==> config.mk <==
export PLATFORM = sky130hd
export DESIGN_NAME = led_pattern_gen
export DESIGN_NICKNAME = d
export VERILOG_FILES = /design/src/rtl/led_pattern_pkg.sv /design/src/rtl/led_pattern_ch.sv /design/src/rtl/led_pattern_gen.sv
export SDC_FILE = /design/constraint.sdc
export NUM_CORES = 1
export LEC_CHECK = 0
export CAP_MARGIN = 5
export CORE_ASPECT_RATIO = 0.6
export CORE_UTILIZATION = 27
export DETAILED_ROUTE_END_ITERATION = 7
export PLACE_DENSITY = 0.5
export SLEW_MARGIN = 10
export SYNTH_ARGS = -nofsm -noshare
export SYNTH_HDL_FRONTEND = slang
export SYNTH_SLANG_ARGS = --single-unit
==> constraint.sdc <==
create_clock -name clk -period 10.2 [get_ports clk]
set_clock_uncertainty 0.1 [all_clocks]
set_input_delay 3.06 -clock clk [delete_from_list [all_inputs] [get_ports clk]]
set_output_delay 3.06 -clock clk [all_outputs]
set_load 0.01 [all_outputs]
==> src/rtl/led_pattern_pkg.sv <==
// Shared types and helpers for the multi-channel LED pattern generator.
package led_pattern_pkg;

    typedef enum logic [1:0] {
        MODE_OFF   = 2'd0,
        MODE_ON    = 2'd1,
        MODE_BLINK = 2'd2,
        MODE_BURST = 2'd3
    } mode_e;

    typedef enum logic [1:0] {
        IDLE   = 2'd0,
        ON_PH  = 2'd1,
        OFF_PH = 2'd2,
        GAP    = 2'd3
    } ch_state_e;

    // Clock cycles per millisecond; never below one so the prescaler stays legal.
    function automatic int clk_per_ms(input int f_clk_hz);
        return (f_clk_hz / 1000 < 1) ? 1 : f_clk_hz / 1000;
    endfunction

    function automatic int max3(input int a, input int b, input int c);
        int m;
        m = (a > b) ? a : b;
        return (m > c) ? m : c;
    endfunction

endpackage

==> src/rtl/led_pattern_ch.sv <==
// One LED channel: configuration registers plus the OFF/ON/BLINK/BURST phase FSM.
// All state is reset synchronously; a write or a global restart reloads the pattern.
module led_pattern_ch
    import led_pattern_pkg::*;
#(
    parameter int MS_W    = 12,
    parameter int BURST_W = 4,
    parameter int GAP_MS  = 1000
) (
    input  logic               clk,
    input  logic               rst_n,
    input  logic               ms_tick,
    input  logic               wr_en,
    input  logic               restart,
    input  logic [1:0]         cfg_mode,
    input  logic [MS_W-1:0]    cfg_on_ms,
    input  logic [MS_W-1:0]    cfg_off_ms,
    input  logic [BURST_W-1:0] cfg_burst,
    output logic               led,
    output logic               cyc_start
);

    localparam int GAP_W = $clog2(GAP_MS + 1);
    localparam int CNT_W = max3(MS_W, BURST_W, GAP_W);
    localparam logic [CNT_W-1:0]   ONE_C = CNT_W'(1);
    localparam logic [BURST_W-1:0] ONE_B = BURST_W'(1);

    mode_e              mode_q, mode_d;
    logic [MS_W-1:0]    on_q, on_d;
    logic [MS_W-1:0]    off_q, off_d;
    logic [BURST_W-1:0] burst_q, burst_d;
    ch_state_e          state_q, state_d;
    logic [CNT_W-1:0]   ms_cnt_q, ms_cnt_d;
    logic [BURST_W-1:0] pulse_q, pulse_d;
    logic               led_q, led_d;
    logic               cyc_q, cyc_d;

    logic [CNT_W-1:0]   ms_nxt;
    logic [BURST_W-1:0] pulse_nxt;
    logic               eff_pattern;
    logic               eff_on;

    // Next-state logic: config latch, degenerate-pattern folding, phase sequencing.
    always_comb begin
        // NOTE: every variable gets a default first so no path infers a latch.
        mode_d   = mode_q;
        on_d     = on_q;
        off_d    = off_q;
        burst_d  = burst_q;
        state_d  = state_q;
        ms_cnt_d = ms_cnt_q;
        pulse_d  = pulse_q;
        cyc_d    = 1'b0;

        ms_nxt    = ms_cnt_q + ONE_C;
        pulse_nxt = pulse_q + ONE_B;

        if (wr_en) begin
            mode_d  = mode_e'(cfg_mode);
            on_d    = cfg_on_ms;
            off_d   = cfg_off_ms;
            burst_d = cfg_burst;
        end

        // Degenerate settings collapse to OFF or steady ON, evaluated on the new config.
        eff_pattern = ((mode_d == MODE_BLINK) && (on_d != '0) && (off_d != '0)) ||
                      ((mode_d == MODE_BURST) && (on_d != '0) && (burst_d != '0));
        eff_on      = (mode_d == MODE_ON) ||
                      ((mode_d == MODE_BLINK) && (on_d != '0) && (off_d == '0));

        if (wr_en || restart) begin
            // A restart wins over a coincident tick; that tick is simply dropped.
            ms_cnt_d = '0;
            pulse_d  = '0;
            if (eff_pattern) begin
                state_d = ON_PH;
                cyc_d   = 1'b1;
            end else begin
                state_d = IDLE;
            end
        end else if (ms_tick) begin
            unique case (state_q)
                ON_PH: begin
                    if (ms_nxt == CNT_W'(on_q)) begin
                        ms_cnt_d = '0;
                        if (mode_q == MODE_BURST) begin
                            if (pulse_nxt == burst_q) begin
                                state_d = GAP;
                                pulse_d = '0;
                            end else begin
                                pulse_d = pulse_nxt;
                                // Zero off time merges consecutive pulses into one lit span.
                                state_d = (off_q == '0) ? ON_PH : OFF_PH;
                            end
                        end else begin
                            state_d = OFF_PH;
                        end
                    end else begin
                        ms_cnt_d = ms_nxt;
                    end
                end
                OFF_PH: begin
                    if (ms_nxt == CNT_W'(off_q)) begin
                        ms_cnt_d = '0;
                        state_d  = ON_PH;
                        // Inside a burst only the first pulse marks a new period.
                        cyc_d    = (mode_q == MODE_BLINK);
                    end else begin
                        ms_cnt_d = ms_nxt;
                    end
                end
                GAP: begin
                    if (ms_nxt == CNT_W'(GAP_MS)) begin
                        ms_cnt_d = '0;
                        state_d  = ON_PH;
                        cyc_d    = 1'b1;
                    end else begin
                        ms_cnt_d = ms_nxt;
                    end
                end
                default: ;
            endcase
        end

        led_d = (state_d == ON_PH) || eff_on;
    end

    // State and registered outputs.
    always_ff @(posedge clk) begin
        // NOTE: config registers are reset too, so a reset aborts the pattern completely.
        if (!rst_n) begin
            mode_q   <= MODE_OFF;
            on_q     <= '0;
            off_q    <= '0;
            burst_q  <= '0;
            state_q  <= IDLE;
            ms_cnt_q <= '0;
            pulse_q  <= '0;
            led_q    <= 1'b0;
            cyc_q    <= 1'b0;
        end else begin
            // NOTE: non-blocking assignments keep all flops updating from the same old values.
            mode_q   <= mode_d;
            on_q     <= on_d;
            off_q    <= off_d;
            burst_q  <= burst_d;
            state_q  <= state_d;
            ms_cnt_q <= ms_cnt_d;
            pulse_q  <= pulse_d;
            led_q    <= led_d;
            cyc_q    <= cyc_d;
        end
    end

    assign led       = led_q;
    assign cyc_start = cyc_q;

endmodule

==> src/rtl/led_pattern_gen.sv <==
// Multi-channel LED pattern generator: shared ms prescaler, config write decode,
// and N_CH pattern channels. Optional LED_PATTERN_SYNC_EN adds sync_req, a global
// restart that phase-aligns every patterned channel.
module led_pattern_gen
    import led_pattern_pkg::*;
#(
    parameter int F_CLK_HZ = 25_000_000,
    parameter int N_CH     = 9,
    parameter int MS_W     = 12,
    parameter int BURST_W  = 4,
    parameter int GAP_MS   = 1000
) (
    input  logic                                        clk,
    input  logic                                        rst_n,
    input  logic                                        cfg_we,
    input  logic [((N_CH > 1) ? $clog2(N_CH) : 1)-1:0]  cfg_ch,
    input  logic [1:0]                                  cfg_mode,
    input  logic [MS_W-1:0]                             cfg_on_ms,
    input  logic [MS_W-1:0]                             cfg_off_ms,
    input  logic [BURST_W-1:0]                          cfg_burst,
`ifdef LED_PATTERN_SYNC_EN
    input  logic                                        sync_req,
`endif
    output logic [N_CH-1:0]                             led,
    output logic [N_CH-1:0]                             cyc_start,
    output logic                                        ms_tick
);

    localparam int CH_W = (N_CH > 1) ? $clog2(N_CH) : 1;
    localparam int CPM  = clk_per_ms(F_CLK_HZ);
    localparam int PS_W = (CPM > 1) ? $clog2(CPM) : 1;
    localparam logic [PS_W-1:0] PS_ONE  = PS_W'(1);
    localparam logic [PS_W-1:0] PS_LAST = PS_W'(CPM - 1);

    logic [PS_W-1:0] ps_q, ps_d;
    logic            tick_q, tick_d;
    logic            sync_int;

`ifdef LED_PATTERN_SYNC_EN
    assign sync_int = sync_req;
`else
    assign sync_int = 1'b0;
`endif

    // Millisecond prescaler; a sync clears it so the next full ms starts now.
    always_comb begin
        ps_d   = ps_q + PS_ONE;
        tick_d = 1'b0;
        if (sync_int) begin
            ps_d = '0;
        end else if (ps_q == PS_LAST) begin
            ps_d   = '0;
            tick_d = 1'b1;
        end
    end

    // Prescaler registers.
    always_ff @(posedge clk) begin
        if (!rst_n) begin
            ps_q   <= '0;
            tick_q <= 1'b0;
        end else begin
            ps_q   <= ps_d;
            tick_q <= tick_d;
        end
    end

    assign ms_tick = tick_q;

    // Channel array; an out-of-range cfg_ch matches no channel and is dropped.
    for (genvar i = 0; i < N_CH; i++) begin : g_ch
        logic wr_en;
        assign wr_en = cfg_we && (cfg_ch == CH_W'(i));

        led_pattern_ch #(
            .MS_W    (MS_W),
            .BURST_W (BURST_W),
            .GAP_MS  (GAP_MS)
        ) u_ch (
            .clk        (clk),
            .rst_n      (rst_n),
            .ms_tick    (tick_q),
            .wr_en      (wr_en),
            .restart    (sync_int),
            .cfg_mode   (cfg_mode),
            .cfg_on_ms  (cfg_on_ms),
            .cfg_off_ms (cfg_off_ms),
            .cfg_burst  (cfg_burst),
            .led        (led[i]),
            .cyc_start  (cyc_start[i])
        );
    end

endmodule

[After elaboration in Yosys (flattened, before gate mapping)]
Index checks and enable logic that the tools add are counted.
Word-level totals
  register bits after elaboration: 466
  bits of input ports: 37
  output and inout port bits: 19
Cells by class
  $add $sub $neg: 19
  eq/ne operators: 126
  muxes and demuxes: 226
  bitwise operators: 1
  reduce and logical (&&, ||, !) cells: 164
Operators by type and width (count)
  two-way mux 12 bit: 45
  one-hot mux 12 bit (3 select lines): 9
  equality test 12 bit: 18
  zero test 12 bit: 18
  nonzero test 12 bit: 18
  two-way mux 2 bit: 81
  adder 12 x 1 -> 12 bit, second input constant: 9
  equality test 12 x 10 -> 1 bit, second input constant: 9
  equality test 2 bit, second input constant: 54
  two-way mux 4 bit: 18
  two-way mux 1 bit: 55
  equality test 2 x 1 -> 1 bit, second input constant: 27
  logical AND 1 bit: 54
  one-hot mux 2 bit (3 select lines): 9
  adder 4 x 1 -> 4 bit, second input constant: 9
  equality test 4 bit: 9
  AND reduction 4 bit: 9
  nonzero test 4 bit: 9
  logical OR 1 bit: 27
  nonzero test 3 bit: 9
  OR reduction 2 bit: 10
  one-hot mux 1 bit (2 select lines): 9
  AND reduction 2 bit: 9
  equality test 4 x 3 -> 1 bit, second input constant: 4
  7 further kinds: 8

[Depth between registers and ports, before layout]
Gate-level depths: netlist of run 1.
  word-level depth: 11
  mapped depth: 12
  gate-level depth less buffers: 9

[Cells and area by module]
A second synthesis of run 1 with hierarchy kept.
Second synthesis, totals
  cells, all modules: 3735
  area, all modules: 31287.5 µm²
Modules (own cells, without submodules)
  led_pattern_ch (g_ch[1].u_ch ...): instances 4, cells each 411, area each 3474.6 µm², seq. area each 1001.0 µm²
  led_pattern_ch (g_ch[5].u_ch ...): instances 2, cells each 390, area each 3201.8 µm², seq. area each 1001.0 µm²
  led_pattern_ch (g_ch[7].u_ch): instances 1, cells each 422, area each 3458.3 µm², seq. area each 1001.0 µm²
  led_pattern_ch (g_ch[0].u_ch): instances 1, cells each 408, area each 3453.3 µm², seq. area each 1001.0 µm²
  led_pattern_ch (g_ch[8].u_ch): instances 1, cells each 390, area each 3309.4 µm², seq. area each 1001.0 µm²
  led_pattern_gen: instances 1, cells each 91, area each 764.5 µm², seq. area each 320.3 µm²

[Worst setup path after synthesis of run 1]
No wires, ideal clock.
  kind: input port to flip-flop
  start point: input cfg_ch[2] (netlist name)
  end point: register g_ch[0].u_ch.burst_q[0]
  setup time: 70 ps
  data arrival time: 4635 ps
  data required time: 10030 ps
  slack: 5394 ps
  stages on the path: 6
  buffers on the path: 2
  path through: or3b_2 > nor3_1 > clkbuf_1 > buf_1 > nand2_1 > a21oi_1
On the way
  word-level cells in the longest chain between the ends: 3
RTL lines
  start, declared: RTL line led_pattern_gen.sv:16  | input logic [((N_CH > 1) ? $clog2(N_CH) : 1)-1:0] cfg_ch,
  zero test 4 bit: RTL line led_pattern_gen.sv:73  | assign wr_en = cfg_we && (cfg_ch == CH_W'(i));
  logical AND 1 bit: RTL line led_pattern_gen.sv:73
  two-way mux 4 bit: RTL line led_pattern_ch.sv:58  | if (wr_en) begin
  end signal, assigned: RTL line led_pattern_ch.sv:146  | burst_q <= burst_d;
  end, declared: RTL line led_pattern_ch.sv:31  | logic [BURST_W-1:0] burst_q, burst_d;
No other way between the ends.
A chain may end at the register's enable or synchronous reset.

[Final worst setup path of run 1]
  start point: input cfg_on_ms[8]
  end point: register g_ch[4].u_ch.led_q
On the way
  word-level cells in the longest chain between the ends: 9
  elaborated cells on any way between the ends: 13
RTL lines
  start, declared: RTL line led_pattern_gen.sv:18  | input logic [MS_W-1:0] cfg_on_ms,
  two-way mux 12 bit *: RTL line led_pattern_ch.sv:58
  nonzero test 12 bit *: RTL line led_pattern_ch.sv:66, led_pattern_ch.sv:67, led_pattern_ch.sv:69
  logical AND 1 bit (on tied branches): RTL line led_pattern_ch.sv:66, led_pattern_ch.sv:69, led_pattern_ch.sv:67
  logical AND 1 bit (on tied branches): RTL line led_pattern_ch.sv:66, led_pattern_ch.sv:67
  logical OR 1 bit: RTL line led_pattern_ch.sv:66  | eff_pattern = ((mode_d == MODE_BLINK) && (on_d != '0) && (off_d != '0)) ||
  two-way mux 1 bit: RTL line led_pattern_ch.sv:75  | if (eff_pattern) begin
  two-way mux 2 bit: RTL line led_pattern_ch.sv:71  | if (wr_en || restart) begin
  equality test 2 x 1 -> 1 bit: RTL line led_pattern_ch.sv:125  | led_d = (state_d == ON_PH) || eff_on;
  logical OR 1 bit *: RTL line led_pattern_ch.sv:125
  end signal, assigned: RTL line led_pattern_ch.sv:150  | led_q <= led_d;
  end, declared: RTL line led_pattern_ch.sv:35  | logic led_q, led_d;
Mark *: on every way between the ends. The rest lies on a longest branch, timed or not.

==> flow_metrics.env, run 1 <==
export IMPL_cts_max_path_buffers=3
export IMPL_finalWeightedCongestion=0.934
export IMPL_setup_ws_ps=4430
export IMPL_ys_ff_latch=466
export IMPL_seq_area_sq_um=9330
export IMPL_areaGrowthSynthToFinish_pct=10.8
export IMPL_power_internal_mw=3.04
export IMPL_cpPeakStageDelay_ps=860
export IMPL_mostFrequentLayoutCell="nand2_1"
export IMPL_hold_buffers=0
export IMPL_vias=27486
export IMPL_overflow=0
export IMPL_async_flop_share_pct=0
export IMPL_worstPathRequired_ps=10560
export IMPL_rsz0062_at_grt="no"
export IMPL_p_seq_share_pct=45.9
export IMPL_maxCapViolCount=0
export IMPL_nFillCells=11080
export IMPL_nets=3691
export IMPL_drc=0
export IMPL_cts_buffers=49
export IMPL_synthesis_nets=3849
export IMPL_cpMaxStageDelayCell="mux2i_1"
export IMPL_utilization_pct=30.5
export IMPL_period_share_pct=56.6
export IMPL_cts_tree="yes"
export IMPL_clk_pin_slew_worst_paths_ps=70
export IMPL_post_dp_cell_area_sq_um=29900
export IMPL_timing_fmax_mhz=173
export IMPL_grt_max_degree=102
export IMPL_drt_initial_drc_count=3482
export IMPL_multi_input_area_sq_um=17700
export IMPL_antenna_found_initial=2
export IMPL_root_buffer="clkbuf_16"
export IMPL_fin_setup_tns_ps=0
export IMPL_leakagePower_nw=10.4
export IMPL_cp_top_family="simple AND/OR/NAND/NOR gates"
export IMPL_holdWs_ps=366
export IMPL_io_pins=56
export IMPL_hp_class="flop to flop"
export IMPL_final_max_slew_viol_count=0
export IMPL_clk_latency_ps=630
export IMPL_outcome="finished clean"
export IMPL_synth_cells=3791
export IMPL_setup_violations=0
export IMPL_final_layout_size_suffix_gt1_share_pct=4.76
export IMPL_slew_headroom_pct=20.0
export IMPL_yosys_warnings=0
export IMPL_syn_area_per_cell_sq_um=7.52
export IMPL_worst_pin_slew_ps=1170
export IMPL_ir_drop_uv=108
export IMPL_drtPass1Iterations=8
export IMPL_seq_area_frac_synth_pct=32.7
export IMPL_dp_cells=4977
export IMPL_grt_usage_pct=19.5
export IMPL_core_sq_um=104000
export IMPL_sw_frac_of_total_pct=26.6
export IMPL_postCtsSetupBuffers=0
export IMPL_mostFrequentLayoutCells="793 x nand2_1, 465 x dfxtp_1, 394 x a21oi_1, 178 x nor2_1, 170 x xnor2_1"
export IMPL_worst_path_buf_inv=1
export IMPL_synth_cell_area_sq_um=28500
export IMPL_worst_setup_path_start_kind="input pin"
export IMPL_switching_power_mw=1.10
export IMPL_crit_arrival_ps=6130
export IMPL_p_clk_share_pct=47.2
export IMPL_worstPathMaxFanout=10
export IMPL_wl_um=108000
export IMPL_cts_max_level=2
export IMPL_post_dp_hpwl_um=78200
export IMPL_hold_violations=0
export IMPL_path_cells="clkdlybuf4s50_1 -> nor4_1 -> nand3_1 -> nor2b_1 -> mux2i_1 -> nand2_1 -> o21ai_0 -> o22ai_1"
export IMPL_via_per_inst=5.42
export IMPL_pwr_density_cell_nw_per_um2=131
export IMPL_fin_area_sq_um=31600
export IMPL_postRouteAntennaNets=0
export IMPL_die_area_sq_um=107000
export IMPL_die_w_um=421
export IMPL_ys_types=91
export IMPL_power_frac_comb_pct=6.9
export IMPL_dieHeight_um=254
export IMPL_grt_first_pass_wirelength_um=160000
export IMPL_synth_edf_count=0
export IMPL_fin_crit_ps=5770
export IMPL_detail_route_wl_per_cell_um=21.2
export IMPL_synthFlopType="dfxtp_1"
export IMPL_final_cells=5070
export IMPL_start_util_pct=27.5
export IMPL_place_ws_ps=3840
export IMPL_cts_sinks=466
export IMPL_port_buffers=55
export IMPL_grt_pass1_vias=24124
export IMPL_cp_end_kind="flop"
export IMPL_p_total_mw=4.14
export IMPL_path_class="input pin to flop"
export IMPL_ctsResizeCount=0
export IMPL_num_rows=91
worst register-to-register path, stage by stage, from the launching register on:
cell and delay, ps:
dfxtp_1 610, ha_1 540, and2_1 270, nand4_1 310, mux2_2 380, o22a_1 200
a2111oi_0 920, o22ai_1 580, o2111ai_1 370, a21oi_1 120
state kept, by name, indices dropped and copies added, names as in the netlist:
name and flops:
g_ch.u_ch.ms_cnt_q 108, g_ch.u_ch.off_q 108, g_ch.u_ch.on_q 108, g_ch.u_ch.burst_q 36, g_ch.u_ch.pulse_q 36, g_ch.u_ch.mode_q 18
g_ch.u_ch.state_q 18, ps_q 15, g_ch.u_ch.cyc_start 9, g_ch.u_ch.led 9, ms_tick 1
power groups by stage:
| stage | logic, mW | clock network (mW) | registers [mW] |
|---|---|---|---|
| finish | 0.288 | 1.95 | 1.90 |
| global placement | 0.278 | 0 | 1.94 |
| detailed placement | 0.282 | 0 | 1.94 |
| CTS | 0.283 | 2.00 | 1.90 |
| global route | 0.311 | 2.07 | 1.90 |
| floorplan | 0.204 | 0 | 1.90 |
area by class of cell:
type	count	share of cell area, %
antenna	2	0.0158
clock buffer	65	4.36
clock inverter	26	0.986
inverter	58	0.713
multi-input combinational	2955	56.0
sequential	466	29.5
tap	1395	5.53
timing repair buffer	103	2.87
metal layers:
| metal | track usage [%] | vias up | wire length [um] |
|---|---|---|---|
| met3 | 5.48 | 113 | 11600 |
| met2 | 24.1 | 1113 | 38200 |
| met5 | 0 | - | 0 |
| li1 | - | 13126 | - |
| met4 | 4.01 | 0 | 1850 |
| met1 | 31.6 | 13134 | 55900 |
path summary, 6_finish.rpt:
path	startpoint	to	slack (ps)	cells after the start
min	ps_q[0]	ps_q[0]	370	1
min reg2reg	ps_q[0]	ps_q[0]	370	1
max	cfg_on_ms[8]	g_ch[4].u_ch.led	4430	8
max reg2reg	g_ch[5].u_ch.ms_cnt_q[0]	g_ch[5].u_ch.ms_cnt_q[1]	5660	9
kinds of logic after synthesis:
kind of cell,after synthesis,synth area share (%)
xor gates and xnor gates,323,12.5
DFF,466,32.7
muxes,26,0.944
and+or+nand+nor,1752,29.9
buffers and inverters,370,5.30
AOI/OAI and AO/OA,833,17.8
adders and majority gates,21,0.922
cell usage after synthesis, types with 21 or more instances:
| cell type | n | area, sq um |
|---|---|---|
| inv_1 | 57 | 214 |
| and3_1 | 49 | 307 |
| and2_1 | 25 | 156 |
| o22ai_1 | 22 | 138 |
| nand4_1 | 55 | 344 |
| a211oi_1 | 25 | 188 |
| nand2b_1 | 33 | 206 |
| nor3_1 | 99 | 495 |
| o21ai_0 | 108 | 541 |
| or4_1 | 29 | 218 |
| buf_4 | 21 | 158 |
| o2111ai_1 | 29 | 254 |
| a31oi_1 | 44 | 275 |
| nand3_1 | 150 | 751 |
| buf_2 | 29 | 145 |
| nor2_1 | 182 | 683 |
| dfxtp_1 | 466 | 9330 |
| a21oi_1 | 394 | 1970 |
| clkbuf_1 | 249 | 935 |
| ha_1 | 21 | 263 |
| nor4_1 | 123 | 769 |
| xnor2_1 | 170 | 1490 |
| nand2_1 | 793 | 2980 |
| or3_1 | 48 | 300 |
| o211ai_1 | 28 | 210 |
| nor2b_1 | 47 | 294 |
| xnor3_1 | 43 | 968 |
| xor2_1 | 101 | 885 |
Power figures use the tool's default switching activity.
==> inputs of run 2 (changes only) <==
--- a/config.mk
+++ b/config.mk
@@ -9,7 +9,7 @@
 export CORE_ASPECT_RATIO = 0.6
 export CORE_UTILIZATION = 27
 export DETAILED_ROUTE_END_ITERATION = 7
-export PLACE_DENSITY = 0.5
+export PLACE_DENSITY = 0.51
 export SLEW_MARGIN = 10
 export SYNTH_ARGS = -nofsm -noshare
 export SYNTH_HDL_FRONTEND = slang
==> constraint.sdc (replaced) <==
create_clock -name clk -period 5.2 [get_ports clk]
set_clock_uncertainty 0.1 [all_clocks]
set_input_delay 1.56 -clock clk [delete_from_list [all_inputs] [get_ports clk]]
set_output_delay 1.56 -clock clk [all_outputs]
set_load 0.01 [all_outputs]
==> run 2 against run 1 <==
Compared with the run above: non-clock buffer count increased by 50; largest power group unchanged; cell count increased by 0.89%; worst hold slack got worse by 13 ps.
==> flow_metrics.env, run 2 (synthesized netlist as in run 1, its figures left out) <==
export IMPL_vias=27563
export IMPL_hold_buffers=0
export IMPL_slew_headroom_pct=24.6
export IMPL_num_rows=91
export IMPL_final_cells=5115
export IMPL_power_frac_comb_pct=7.7
export IMPL_cts_buffers=48
export IMPL_post_dp_hpwl_um=76900
export IMPL_outcome="finished clean"
export IMPL_postCtsSetupBuffers=0
export IMPL_overflow=0
export IMPL_areaGrowthSynthToFinish_pct=12.2
export IMPL_drt_initial_drc_count=3377
export IMPL_ir_drop_uv=215
export IMPL_path_class="flop to flop"
export IMPL_grt_max_degree=87
export IMPL_io_pins=56
export IMPL_dp_cells=5027
export IMPL_ctsResizeCount=0
export IMPL_antenna_found_initial=4
export IMPL_finalWeightedCongestion=0.950
export IMPL_holdWs_ps=353
export IMPL_cp_end_kind="flop"
export IMPL_grt_usage_pct=19.3
export IMPL_cts_max_path_buffers=3
export IMPL_sw_frac_of_total_pct=26.4
export IMPL_die_area_sq_um=107000
export IMPL_hp_class="flop to flop"
export IMPL_core_sq_um=104000
export IMPL_p_seq_share_pct=45.4
export IMPL_maxCapViolCount=0
export IMPL_via_per_inst=5.39
export IMPL_rsz0062_at_grt="no"
export IMPL_grt_pass1_vias=24279
export IMPL_port_buffers=55
export IMPL_worst_pin_slew_ps=1120
export IMPL_detail_route_wl_per_cell_um=20.9
export IMPL_grt_first_pass_wirelength_um=159000
export IMPL_nets=3740
export IMPL_period_share_pct=81.4
export IMPL_final_layout_size_suffix_gt1_share_pct=5.86
export IMPL_mostFrequentLayoutCells="793 x nand2_1, 465 x dfxtp_1, 394 x a21oi_1, 178 x nor2_1, 170 x xnor2_1"
export IMPL_cts_tree="yes"
export IMPL_fin_crit_ps=4230
export IMPL_cts_max_level=2
export IMPL_power_internal_mw=6.03
export IMPL_leakagePower_nw=10.7
export IMPL_pwr_density_cell_nw_per_um2=256
export IMPL_timing_fmax_mhz=236
export IMPL_cts_sinks=466
export IMPL_mostFrequentLayoutCell="nand2_1"
export IMPL_wl_um=107000
export IMPL_root_buffer="clkbuf_16"
export IMPL_worst_setup_path_start_kind="flop"
export IMPL_clk_latency_ps=630
export IMPL_drc=0
export IMPL_setup_violations=0
export IMPL_crit_arrival_ps=4620
export IMPL_clk_pin_slew_worst_paths_ps=70
export IMPL_p_clk_share_pct=46.9
export IMPL_switching_power_mw=2.16
export IMPL_die_w_um=421
export IMPL_final_max_slew_viol_count=0
export IMPL_worstPathRequired_ps=5580
export IMPL_postRouteAntennaNets=0
export IMPL_dieHeight_um=254
export IMPL_drtPass1Iterations=5
export IMPL_hold_violations=0
export IMPL_fin_setup_tns_ps=0
export IMPL_start_util_pct=27.5
export IMPL_reg_top3="g_ch.u_ch.ms_cnt_q (108), g_ch.u_ch.off_q (108), g_ch.u_ch.on_q (108)"
export IMPL_worstPathMaxFanout=18
-- run 2: cell count changes in the layout (fill, tap and decap cells not counted), sizes merged --
cell      before  now
buf           49   99
bufinv         5    8
clkbuf        65   62
clkinv         9    7
clkinvlp       3    7
inv           67   60
-- run 2: area by class of cell --
cell class / count / area, sq um
sequential: 466 / 9330
fill: 11111 / 71700
clock inverter: 24 / 352
antenna: 2 / 5.00
timing repair buffer: 153 / 1320
multi-input combinational: 2955 / 17700
clock buffer: 62 / 1320
tap: 1395 / 1750
inverter: 58 / 225
-- run 2: worst max-delay path, stage by stage, from the launching register on --
cell and delay [ps]:
dfxtp_1 510, ha_1 450, nand3_1 570, o21a_1 370
or4_1 500, a2111o_1 510, or4_1 530, a22oi_1 200
or4_1 250, a31oi_1 100
-- run 2: power groups by stage --
stage | Combinational (mW) | Clock, mW | Sequential (mW)
after CTS | 0.625 | 3.92 | 3.71
after global routing | 0.673 | 4.05 | 3.72
after floorplan | 0.400 | 0 | 3.73
final | 0.635 | 3.84 | 3.72
after global placement | 0.620 | 0 | 3.79
after detailed placement | 0.621 | 0 | 3.79
-- run 2: final timing paths --
path | start | endpoint | slack, ps | cells after the start
max | g_ch[6].u_ch.ms_cnt_q[0] | g_ch[6].u_ch.led | 970 | 9
min | ps_q[0] | ps_q[0] | 350 | 1
max reg2reg | g_ch[6].u_ch.ms_cnt_q[0] | g_ch[6].u_ch.led | 970 | 9
min reg2reg | ps_q[0] | ps_q[0] | 350 | 1
-- run 2: metrics by stage --
step | cell area, sq um | power (mW) | utilization, % | setup WS, ps
after global routing | 32000 | 8.45 | 30.8 | 706
after global placement | 30300 | 4.41 | 29.2 | 880
after detailed placement | 30300 | 4.42 | 29.2 | 845
after CTS | 32000 | 8.25 | 30.8 | 1040
after floorplan | 28500 | 4.13 | - | 1890
final | 32000 | 8.19 | 30.8 | 968
-- run 2: metal layers --
metal | track usage, % | wire length [um]
met5 | 0 | 21
met4 | 5.27 | 2710
met3 | 4.22 | 10200
met2 | 25.1 | 39900
met1 | 30.6 | 53800
==> inputs of run 3 (changes only) <==
--- a/config.mk
+++ b/config.mk
@@ -9,7 +9,7 @@
 export CORE_ASPECT_RATIO = 0.6
 export CORE_UTILIZATION = 27
 export DETAILED_ROUTE_END_ITERATION = 7
-export PLACE_DENSITY = 0.51
+export PLACE_DENSITY = 0.5
 export SLEW_MARGIN = 10
 export SYNTH_ARGS = -nofsm -noshare
 export SYNTH_HDL_FRONTEND = slang
==> constraint.sdc (replaced) <==
create_clock -name clk -period 3.9 [get_ports clk]
set_clock_uncertainty 0.1 [all_clocks]
set_input_delay 1.17 -clock clk [delete_from_list [all_inputs] [get_ports clk]]
set_output_delay 1.17 -clock clk [all_outputs]
set_load 0.01 [all_outputs]
==> run 3 against run 2 <==
Compared with the run above: sequential cell count did not move; highest routed layer is now met4; routed wire length rose by 3.7%; total power rose by 34%; critical path type unchanged; first-iteration DRC count fell by 2.1%; largest power group unchanged; clock-buffer cell count rose by 1; largest cell class unchanged.
==> flow_metrics.env, run 3 (synthesized netlist as in run 1, its figures left out) <==
export IMPL_outcome="finished clean"
export IMPL_areaGrowthSynthToFinish_pct=16.1
export IMPL_slew_headroom_pct=27.4
export IMPL_via_per_inst=5.34
export IMPL_hold_buffers=0
export IMPL_cts_tree="yes"
export IMPL_clk_latency_ps=620
export IMPL_post_dp_hpwl_um=81700
export IMPL_grt_max_degree=80
export IMPL_worstPathRequired_ps=4310
export IMPL_final_max_slew_viol_count=0
export IMPL_wl_met3_um=10900
export IMPL_top_layer_used="met4"
export IMPL_dieHeight_um=254
export IMPL_cpMaxStageDelayCell="nor4_1"
export IMPL_die_area_sq_um=107000
export IMPL_hp_class="flop to flop"
export IMPL_port_buffers=55
export IMPL_setup_violations=0
export IMPL_core_sq_um=104000
export IMPL_overflow=0
export IMPL_final_layout_size_suffix_gt1_share_pct=9.40
export IMPL_timing_fmax_mhz=270
export IMPL_start_util_pct=27.5
export IMPL_postCtsSetupBuffers=0
export IMPL_cts_max_level=2
export IMPL_worst_setup_path_start_kind="flop"
export IMPL_leakagePower_nw=11.4
export IMPL_fin_area_sq_um=33100
export IMPL_vias=28055
export IMPL_cts_max_path_buffers=3
export IMPL_fin_crit_ps=3710
export IMPL_dr_wl_met2_um=40300
export IMPL_met1Wirelength_um=57400
export IMPL_pwr_density_cell_nw_per_um2=331
export IMPL_period_share_pct=95.1
export IMPL_antenna_found_initial=4
export IMPL_grt_first_pass_wirelength_um=165000
export IMPL_wl_um=111000
export IMPL_mostFrequentLayoutCell="nand2_1"
export IMPL_ir_drop_uv=271
export IMPL_fin_setup_tns_ps=0
export IMPL_path_class="flop to flop"
export IMPL_clk_pin_slew_worst_paths_ps=60
export IMPL_nets=3880
export IMPL_cpPeakStageDelay_ps=700
export IMPL_drtPass1Iterations=5
export IMPL_post_dp_cell_area_sq_um=31400
export IMPL_worst_pin_slew_ps=1080
export IMPL_root_buffer="clkbuf_16"
export IMPL_grt_pass1_vias=24817
export IMPL_postRouteAntennaNets=0
export IMPL_ctsResizeCount=0
export IMPL_drt_initial_drc_count=3307
export IMPL_path_cells="nand4_1 -> nor4_1 -> xnor2_1 -> o2111ai_1 -> nor4_1 -> buf_4 -> o2bb2ai_1 -> buf_4 -> a21boi_0 -> a21o_1"
export IMPL_reg_top3="g_ch.u_ch.ms_cnt_q (108), g_ch.u_ch.off_q (108), g_ch.u_ch.on_q (108)"
export IMPL_mostFrequentLayoutCells="793 x nand2_1, 465 x dfxtp_1, 394 x a21oi_1, 232 x buf_4, 178 x nor2_1"
export IMPL_maxCapViolCount=0
export IMPL_rsz0062_at_grt="no"
export IMPL_cts_sinks=466
export IMPL_cts_buffers=47
export IMPL_hold_violations=0
export IMPL_finalWeightedCongestion=0.951
export IMPL_drc=0
export IMPL_crit_arrival_ps=4110
export IMPL_worstPathMaxFanout=13
export IMPL_die_w_um=421
export IMPL_io_pins=56
export IMPL_holdWs_ps=356
export IMPL_grt_usage_pct=20.1
export IMPL_cp_end_kind="flop"
export IMPL_detail_route_wl_per_cell_um=21.0
export IMPL_num_rows=91
run 3: changes by cell type in the layout (fill, tap and decap cells not counted), moves of 2 or more:
cell        previous run  this run
clkinvlp_4             7         4
clkbuf_8               4         8
clkbuf_1               9         6
clkinv_4               1         3
clkinv_2               6         9
buf_12                 3         7
buf_4                 95       232
run 3: final cells by class:
cell class / instances / area [sq um]
multi-input combinational: 2955 / 17700
sequential: 466 / 9330
inverter: 58 / 225
clock inverter: 24 / 320
timing repair buffer: 294 / 2430
tap: 1395 / 1750
antenna: 3 / 7.51
fill: 11026 / 70600
clock buffer: 63 / 1360
run 3: metrics by stage:
step / std cells / total power [mW] / utilization [%] / setup slack [ps]
after floorplan: 3791 / 5.51 / - / 648
after global placement: 5168 / 5.94 / 30.3 / -271
after detailed placement: 5168 / 5.94 / 30.3 / -225
after CTS: 5255 / 11.0 / 31.9 / 247
after global routing: 5256 / 11.3 / 31.9 / 10.3
final: 5258 / 11.0 / 31.9 / 191
run 3: final timing paths:
check                           depth (start not counted)                  endpoint  slack, ps                     start
worst max-delay path                                   10  g_ch[6].u_ch.ms_cnt_q[6]        190  g_ch[6].u_ch.ms_cnt_q[7]
worst min-delay path                                    1                   ps_q[0]        360                   ps_q[0]
worst max register to register                         10  g_ch[6].u_ch.ms_cnt_q[6]        190  g_ch[6].u_ch.ms_cnt_q[7]
worst min register to register                          1                   ps_q[0]        360                   ps_q[0]
run 3: metal layers:
metal  vias to the layer above  global-route usage, %
met4                         0                   4.02
met3                        97                   5.00
li1                      13470                      -
met2                      1111                   25.7
met1                     13377                   32.4
met5                         -                      0
run 3: worst max-delay path, delay by kind of cell (launching register included):
family / cells / cell delay (ps)
and+or+nand+nor: 3 / 1640
DFF: 1 / 630
AOI/OAI and AO/OA: 4 / 560
buffers and inverters: 2 / 430
xor gates and xnor gates: 1 / 230
run 3: power breakdown:
group,switching (mW),total (mW),internal (mW)
clock network,2.18,5.10,2.92
registers,0.115,4.94,4.82
logic,0.589,0.918,0.329
total,2.88,11.0,8.08
